===== config.mk =====
export PLATFORM = sky130hd
export DESIGN_NAME = bin_to_bcd_seq_flat
export DESIGN_NICKNAME = d
export VERILOG_FILES = /design/src/rtl/calc_pkg.sv /design/src/rtl/bin_to_bcd_seq_if.sv /design/src/rtl/bcd_add3.sv /design/src/rtl/bin_to_bcd_seq.sv /design/src/flat_wrapper.sv
export SDC_FILE = /design/constraint.sdc
export NUM_CORES = 1
export LEC_CHECK = 0
export CELL_PAD_IN_SITES_DETAIL_PLACEMENT = 2
export CELL_PAD_IN_SITES_GLOBAL_PLACEMENT = 2
export CORE_MARGIN = 2
export CORE_UTILIZATION = 31
export CTS_CLUSTER_DIAMETER = 120
export CTS_CLUSTER_SIZE = 28
export DETAILED_ROUTE_END_ITERATION = 6
export PLACE_DENSITY = 0.78
export SETUP_SLACK_MARGIN = 0.15
export SLEW_MARGIN = 20
export SYNTH_ARGS = -nofsm -noshare
export SYNTH_HDL_FRONTEND = slang
export SYNTH_SLANG_ARGS = --single-unit

===== constraint.sdc =====
create_clock -name clk -period 1.4 [get_ports clk]
set_input_delay 0.14 -clock clk [delete_from_list [all_inputs] [get_ports clk]]
set_output_delay 0.14 -clock clk [all_outputs]
set_load 0.02 [all_outputs]

===== src/rtl/calc_pkg.sv =====
// Shared calculator types: BCD digit type, converter FSM states, error code.
package calc_pkg;

   localparam int unsigned NUM_DIGITS = 3;
   localparam int unsigned DIGIT_W    = 4;

   typedef logic [DIGIT_W-1:0] bcd_digit_t;

   typedef enum logic {
      ST_IDLE  = 1'b0,
      ST_SHIFT = 1'b1
   } bcd_state_e;

   // Shown on every digit when the upstream result is invalid.
   localparam bcd_digit_t BCD_ERR_CODE = 4'hF;

endpackage


===== src/rtl/bin_to_bcd_seq_if.sv =====
// Request/result bundle between the ALU result path and the BCD converter.
interface bin_to_bcd_seq_if #(
   parameter int unsigned IN_W = 9
);
   import calc_pkg::*;

   logic            start_in;
   logic [IN_W-1:0] value_in;
   logic            err_in;
   logic            busy_out;
   logic            done_out;
   bcd_digit_t      dig0_out;
   bcd_digit_t      dig1_out;
   bcd_digit_t      dig2_out;
   logic            sign_out;
   logic            err_out;
   logic [2:0]      blank_out;

   modport master (
      output start_in, value_in, err_in,
      input  busy_out, done_out, dig0_out, dig1_out, dig2_out,
             sign_out, err_out, blank_out
   );

   modport slave (
      input  start_in, value_in, err_in,
      output busy_out, done_out, dig0_out, dig1_out, dig2_out,
             sign_out, err_out, blank_out
   );
endinterface


===== src/rtl/bcd_add3.sv =====
// Double-dabble nibble adjust: digits of 5 or more get +3 before the shift.
module bcd_add3
   import calc_pkg::*;
(
   input  bcd_digit_t d_i,
   output bcd_digit_t d_o
);

   assign d_o = (d_i >= 4'd5) ? bcd_digit_t'(d_i + 4'd3) : d_i;

endmodule


===== src/rtl/bin_to_bcd_seq.sv =====
// Sequential signed binary to 3-digit BCD converter (shift-add-3).
// Optional leading-zero blank mask enabled by defining BCD_LZ_BLANK_EN.
module bin_to_bcd_seq
   import calc_pkg::*;
#(
   parameter int unsigned IN_W = 9
) (
   input  logic             clk,
   input  logic             rst_n,
   bin_to_bcd_seq_if.slave  bus
);

   localparam int unsigned BCD_W = DIGIT_W * NUM_DIGITS;
   localparam int unsigned CNT_W = $clog2(IN_W + 1);

   bcd_state_e              state_q, state_d;
   logic [BCD_W-1:0]        bcd_q, bcd_d;
   logic [IN_W-1:0]         mag_q, mag_d;
   logic [CNT_W-1:0]        cnt_q, cnt_d;
   logic                    sign_lat_q, sign_lat_d;
   logic                    err_lat_q, err_lat_d;
   bcd_digit_t [NUM_DIGITS-1:0] dig_q, dig_d;
   logic                    sign_q, sign_d;
   logic                    errf_q, errf_d;
   logic                    busy_q, busy_d;
   logic                    done_q, done_d;

   logic [BCD_W-1:0]        bcd_adj;
   logic [BCD_W+IN_W-1:0]   shifted;
   logic [BCD_W-1:0]        bcd_fin;
   logic                    last_c;

   // One adjust cell per BCD digit of the scratch register.
   for (genvar g = 0; g < NUM_DIGITS; g++) begin : g_add3
      bcd_add3 u_add3 (
         .d_i (bcd_q[DIGIT_W*g +: DIGIT_W]),
         .d_o (bcd_adj[DIGIT_W*g +: DIGIT_W])
      );
   end

   assign shifted = {bcd_adj, mag_q} << 1;
   assign bcd_fin = shifted[BCD_W+IN_W-1 -: BCD_W];
   assign last_c  = (state_q == ST_SHIFT) && (cnt_q == CNT_W'(1));

   // State and datapath registers.
   always_ff @(posedge clk or negedge rst_n) begin
      if (!rst_n) begin
         state_q    <= ST_IDLE;
         bcd_q      <= '0;
         mag_q      <= '0;
         cnt_q      <= '0;
         sign_lat_q <= 1'b0;
         err_lat_q  <= 1'b0;
         dig_q      <= '0;
         sign_q     <= 1'b0;
         errf_q     <= 1'b0;
         busy_q     <= 1'b0;
         done_q     <= 1'b0;
      end else begin
         state_q    <= state_d;
         bcd_q      <= bcd_d;
         mag_q      <= mag_d;
         cnt_q      <= cnt_d;
         sign_lat_q <= sign_lat_d;
         err_lat_q  <= err_lat_d;
         dig_q      <= dig_d;
         sign_q     <= sign_d;
         errf_q     <= errf_d;
         busy_q     <= busy_d;
         done_q     <= done_d;
      end
   end

   // Next-state: latch request in IDLE, iterate in SHIFT, publish on the last step.
   always_comb begin
      state_d    = state_q;
      bcd_d      = bcd_q;
      mag_d      = mag_q;
      cnt_d      = cnt_q;
      sign_lat_d = sign_lat_q;
      err_lat_d  = err_lat_q;
      dig_d      = dig_q;
      sign_d     = sign_q;
      errf_d     = errf_q;
      busy_d     = busy_q;
      done_d     = 1'b0;

      unique case (state_q)
         ST_IDLE: begin
            if (bus.start_in) begin
               sign_lat_d = bus.value_in[IN_W-1];
               // Most-negative input wraps to its own bit pattern, which is the correct magnitude.
               mag_d      = bus.value_in[IN_W-1] ? IN_W'(~bus.value_in + IN_W'(1)) : bus.value_in;
               err_lat_d  = bus.err_in;
               bcd_d      = '0;
               cnt_d      = CNT_W'(IN_W);
               busy_d     = 1'b1;
               state_d    = ST_SHIFT;
            end
         end
         ST_SHIFT: begin
            bcd_d = bcd_fin;
            mag_d = shifted[IN_W-1:0];
            cnt_d = cnt_q - CNT_W'(1);
            if (last_c) begin
               dig_d   = err_lat_q ? {NUM_DIGITS{BCD_ERR_CODE}} : bcd_fin;
               sign_d  = sign_lat_q & ~err_lat_q;
               errf_d  = err_lat_q;
               busy_d  = 1'b0;
               done_d  = 1'b1;
               state_d = ST_IDLE;
            end
         end
         default: state_d = ST_IDLE;
      endcase
   end

`ifdef BCD_LZ_BLANK_EN
   logic [2:0] blank_q, blank_d;

   // Leading-zero mask computed from the digits being published.
   always_comb begin
      blank_d = blank_q;
      if (last_c) begin
         blank_d = 3'b000;
         if (!err_lat_q) begin
            blank_d[2] = (bcd_fin[DIGIT_W*2 +: DIGIT_W] == 4'd0);
            blank_d[1] = (bcd_fin[DIGIT_W*2 +: DIGIT_W] == 4'd0) &&
                         (bcd_fin[DIGIT_W*1 +: DIGIT_W] == 4'd0);
         end
      end
   end

   // Blank mask register, updated with the digits.
   always_ff @(posedge clk or negedge rst_n) begin
      if (!rst_n) blank_q <= 3'b000;
      else        blank_q <= blank_d;
   end

   assign bus.blank_out = blank_q;
`else
   assign bus.blank_out = 3'b000;
`endif

   assign bus.busy_out = busy_q;
   assign bus.done_out = done_q;
   assign bus.dig0_out = dig_q[0];
   assign bus.dig1_out = dig_q[1];
   assign bus.dig2_out = dig_q[2];
   assign bus.sign_out = sign_q;
   assign bus.err_out  = errf_q;

endmodule

===== src/flat_wrapper.sv =====
// flat-port wrapper written by rule: the top's interface ports become plain ports
module bin_to_bcd_seq_flat import calc_pkg::*;
#(
   parameter int unsigned IN_W = 9
)
  (clk, rst_n, bus_start_in, bus_value_in, bus_err_in, bus_busy_out, bus_done_out, bus_dig0_out, bus_dig1_out, bus_dig2_out, bus_sign_out, bus_err_out, bus_blank_out);
  bin_to_bcd_seq_if #(.IN_W(IN_W)) bus_i ();
  input  logic clk;
  input  logic rst_n;
  input wire logic [$bits(bus_i.start_in)-1:0] bus_start_in;
  input wire logic [$bits(bus_i.value_in)-1:0] bus_value_in;
  input wire logic [$bits(bus_i.err_in)-1:0] bus_err_in;
  output wire logic [$bits(bus_i.busy_out)-1:0] bus_busy_out;
  output wire logic [$bits(bus_i.done_out)-1:0] bus_done_out;
  output wire logic [$bits(bus_i.dig0_out)-1:0] bus_dig0_out;
  output wire logic [$bits(bus_i.dig1_out)-1:0] bus_dig1_out;
  output wire logic [$bits(bus_i.dig2_out)-1:0] bus_dig2_out;
  output wire logic [$bits(bus_i.sign_out)-1:0] bus_sign_out;
  output wire logic [$bits(bus_i.err_out)-1:0] bus_err_out;
  output wire logic [$bits(bus_i.blank_out)-1:0] bus_blank_out;
  assign bus_i.start_in = bus_start_in;
  assign bus_i.value_in = bus_value_in;
  assign bus_i.err_in = bus_err_in;
  assign bus_busy_out = bus_i.busy_out;
  assign bus_done_out = bus_i.done_out;
  assign bus_dig0_out = bus_i.dig0_out;
  assign bus_dig1_out = bus_i.dig1_out;
  assign bus_dig2_out = bus_i.dig2_out;
  assign bus_sign_out = bus_i.sign_out;
  assign bus_err_out = bus_i.err_out;
  assign bus_blank_out = bus_i.blank_out;
  bin_to_bcd_seq #(.IN_W(IN_W)) u_core (.clk(clk), .rst_n(rst_n), .bus(bus_i));
endmodule

==> flow_summary.yaml <==
run_status:
  status: "finished, violations left"
  violations: "setup timing"
worst_setup_path:
  crit_required_ns: 1.65
  worstReg2RegStart: "u_core.bcd_q[4]"
  crit_path_cell_trace: "inv_2 -> ha_4 -> nand2b_4 -> a21oi_4 -> mux2i_4 -> o22a_1"
  cpPeakStageDelay_ns: 0.45
  worst_ep_arrival_time_ns: 1.86
  critPathCaptureType: "register"
  r2r_slack_ns: -0.21
  cp_slowest_cell: "dfrtp_1"
  crit_type: "reg -> reg"
  crit_path_max_fanout: 3
  crit_start: "u_core.bcd_q[4]"
  startpoint_type: "register"
placed_design:
  gp_congestion: 0.756
  portBuffers: 28
  dp.cells: 374
  dpl.hpwl_um: 4700
  dpl_worst_slack_ns: -0.324
  postPlaceCellArea_um2: 2950
sta:
  rsz0062_at_grt: "yes"
  period_needed_ns: 1.61
  setup_viol: 25
  timing.fmax_mhz: 620
  max-slew-margin-rel_pct: 65.7
  slew_violations: 0
  period_share_pct: 115
  hold_violations: 0
  whs_ns: 0.339
  finalClockSkew_ns: 0.00669
  worst_pin_slew_ns: 0.515
  finalWorstSetupSlack_ns: -0.212
cts:
  cts_buffers: 5
  clock-root-buffer: "clkbuf_8"
  max-clock-path-buffers: 2
  path_clk_slew_ns: 0.09
  cts_max_level: 2
  cts_tree: "built"
  cts_num_sinks: 44
  clk_latency_ns: 0.31
grt:
  grt_pass1_vias: 2154
  grt_pass1_wl_um: 11600
  grt_usage_pct: 19.8
  antenna_found_initial: 0
  grt_max_degree: 27
  grt_overflow_total: 0
synthesis:
  synthMostInstantiatedCell: "dfrtp_1"
  ys_ff_latch: 44
  synth_area_leader_cell: "dfrtp_1"
  yosys_warnings: 0
  synth_edf_count: 0
  netlist_area_um2: 2260
  async_reset_ff_share_pct: 100
  syn_area_per_cell_um2: 10.1
  synth_common_cells: "dfrtp_1, a21oi_1, inv_1, nand2_1, nor2_1"
  synth_area_leaders: "dfrtp_1, ha_1, mux2i_1"
  synth_top_area_share_pct: 48.8
  ys_types: 38
  ys_seq_area_share_pct: 48.8
  ys.flop_type: "dfrtp_1"
  synthCells: 223
cells_and_area:
  antennaDiodeCount: 0
  final_area_um2: 3730
  drive_gt1_share_pct: 47.9
  final_cells: 408
  final_net_count: 330
  area_growth_pct: 65.2
floorplanning:
  fp-row-count: 31
  start_util_pct: 31.6
  design.core.area_um2: 7140
  die_w_um: 89.4
  top_level_ports: 32
  dieHeight_um: 89.4
  die_area_um2: 7980
route:
  final_antenna_net_count: 0
  wl_per_cell_um: 22.3
  firstDrtPassIters: 4
  drt_iter0_markers: 62
  routed_wl_um: 9110
  vias: 2064
  vias_per_cell: 5.06
  drc_errors: 0
power:
  p_leak_nw: 1.66
  ir_worst_vdd_v: 0.000659
  p_per_area_nw_per_um2: 2500
min_path:
  hp-class: "in -> async"
run:
  drv_cap: 0
[path summary, 6_finish.rpt]
check | end | cells after the start
max in group asynchronous | u_core.bcd_q[8] | 3
setup / recovery | u_core.bus.dig1_out[2] | 6
hold reg to reg | u_core.bus.dig2_out[2] | 1
min in group clk | u_core.mag_q[0] | 4
setup reg to reg | u_core.bus.dig1_out[2] | 6
hold / removal | u_core.bus.dig1_out[2] | 2
[registers in the layout, summed over array words and instances, names as in the netlist]
| name | count |
|---|---|
| u_core.bcd_q | 12 |
| u_core.mag_q | 9 |
| u_core.bus.dig0_out | 4 |
| u_core.bus.dig1_out | 4 |
| u_core.bus.dig2_out | 4 |
| u_core.cnt_q | 4 |
| u_core.bus.busy_out | 1 |
| u_core.bus.done_out | 1 |
| u_core.bus.err_out | 1 |
| u_core.bus.sign_out | 1 |
| u_core.err_lat_q | 1 |
| u_core.sign_lat_q | 1 |
| u_core.state_q | 1 |
[cells in the final DEF (no fill, tap or decap), types with 7 or more instances in the layout]
| master | count |
|---|---|
| a21oi_2 | 8 |
| dfrtp_1 | 43 |
| nand2_1 | 14 |
| buf_4 | 42 |
| buf_6 | 15 |
| a21o_1 | 7 |
| a21oi_1 | 10 |
| inv_1 | 7 |
| dlygate4sd2_1 | 17 |
| ha_4 | 7 |
| inv_2 | 8 |
[layout make-up]
cell class,count,area (um2)
Clock inverter,2,35.0
Fill cell,718,3410
Clock buffer,6,72.6
Timing Repair Buffer,90,821
Inverter,15,56.3
Multi-Input combinational cell,152,1520
Tap cell,99,124
Sequential cell,44,1100
[stage by stage]
step / util [%] / TNS, ns / total power, mW
after floorplan: - / 0 / 4.62
after global placement: 41.3 / -1.18 / 5.84
after detailed placement: 41.3 / -2.73 / 6.16
after CTS: 47.2 / -0.606 / 8.03
after global routing: 52.3 / -3.82 / 9.86
final: 52.3 / -2.30 / 9.34
[cells by family (layout without fill, tap and decap cells)]
kind of cell	after synthesis	after routing	share of synthesized area (%)
adder cells (fa/ha/maj)	9	9	4.99
other	1	3	0.166
buffers and inverters	29	113	5.87
multiplexers	13	13	5.93
AO/OA/AOI/OAI	60	60	17.7
AND/OR/NAND/NOR	59	59	13.5
XOR/XNOR	8	8	3.10
flip-flops	44	44	48.8
[report_power, final]
group | internal, mW | switching, mW | total, mW
clock | 0.531 | 0.497 | 1.03
combinational | 2.90 | 2.89 | 5.78
sequential | 1.85 | 0.679 | 2.53
total | 5.28 | 4.06 | 9.34
[what timing repair did]
item	CTS	global route
cloned	0	0
hold buffers	1	0
buffers inserted	13	12
pin swaps	21	22
endpoints found under the setup margin	48	40
endpoints found under the hold margin	19	0
resized for setup	73	56
[critical path, delay by kind of cell (launching register included)]
| kind | cells | cell delay (ns) |
|---|---|---|
| multiplexers | 1 | 0.34 |
| buffers and inverters | 1 | 0.11 |
| AO/OA/AOI/OAI | 2 | 0.43 |
| AND/OR/NAND/NOR | 1 | 0.07 |
| flip-flops | 1 | 0.45 |
| adder cells (fa/ha/maj) | 1 | 0.16 |
[per-layer routing]
layer	global-route usage (%)	part of all wire (%)	vias to the layer above
met5	0	0	-
met4	6.65	2.0	0
li1	-	-	945
met2	36.2	54	48
met3	3.32	2.6	12
met1	23.3	42	1059
Note: power is estimated with default switching activity, not from simulation.
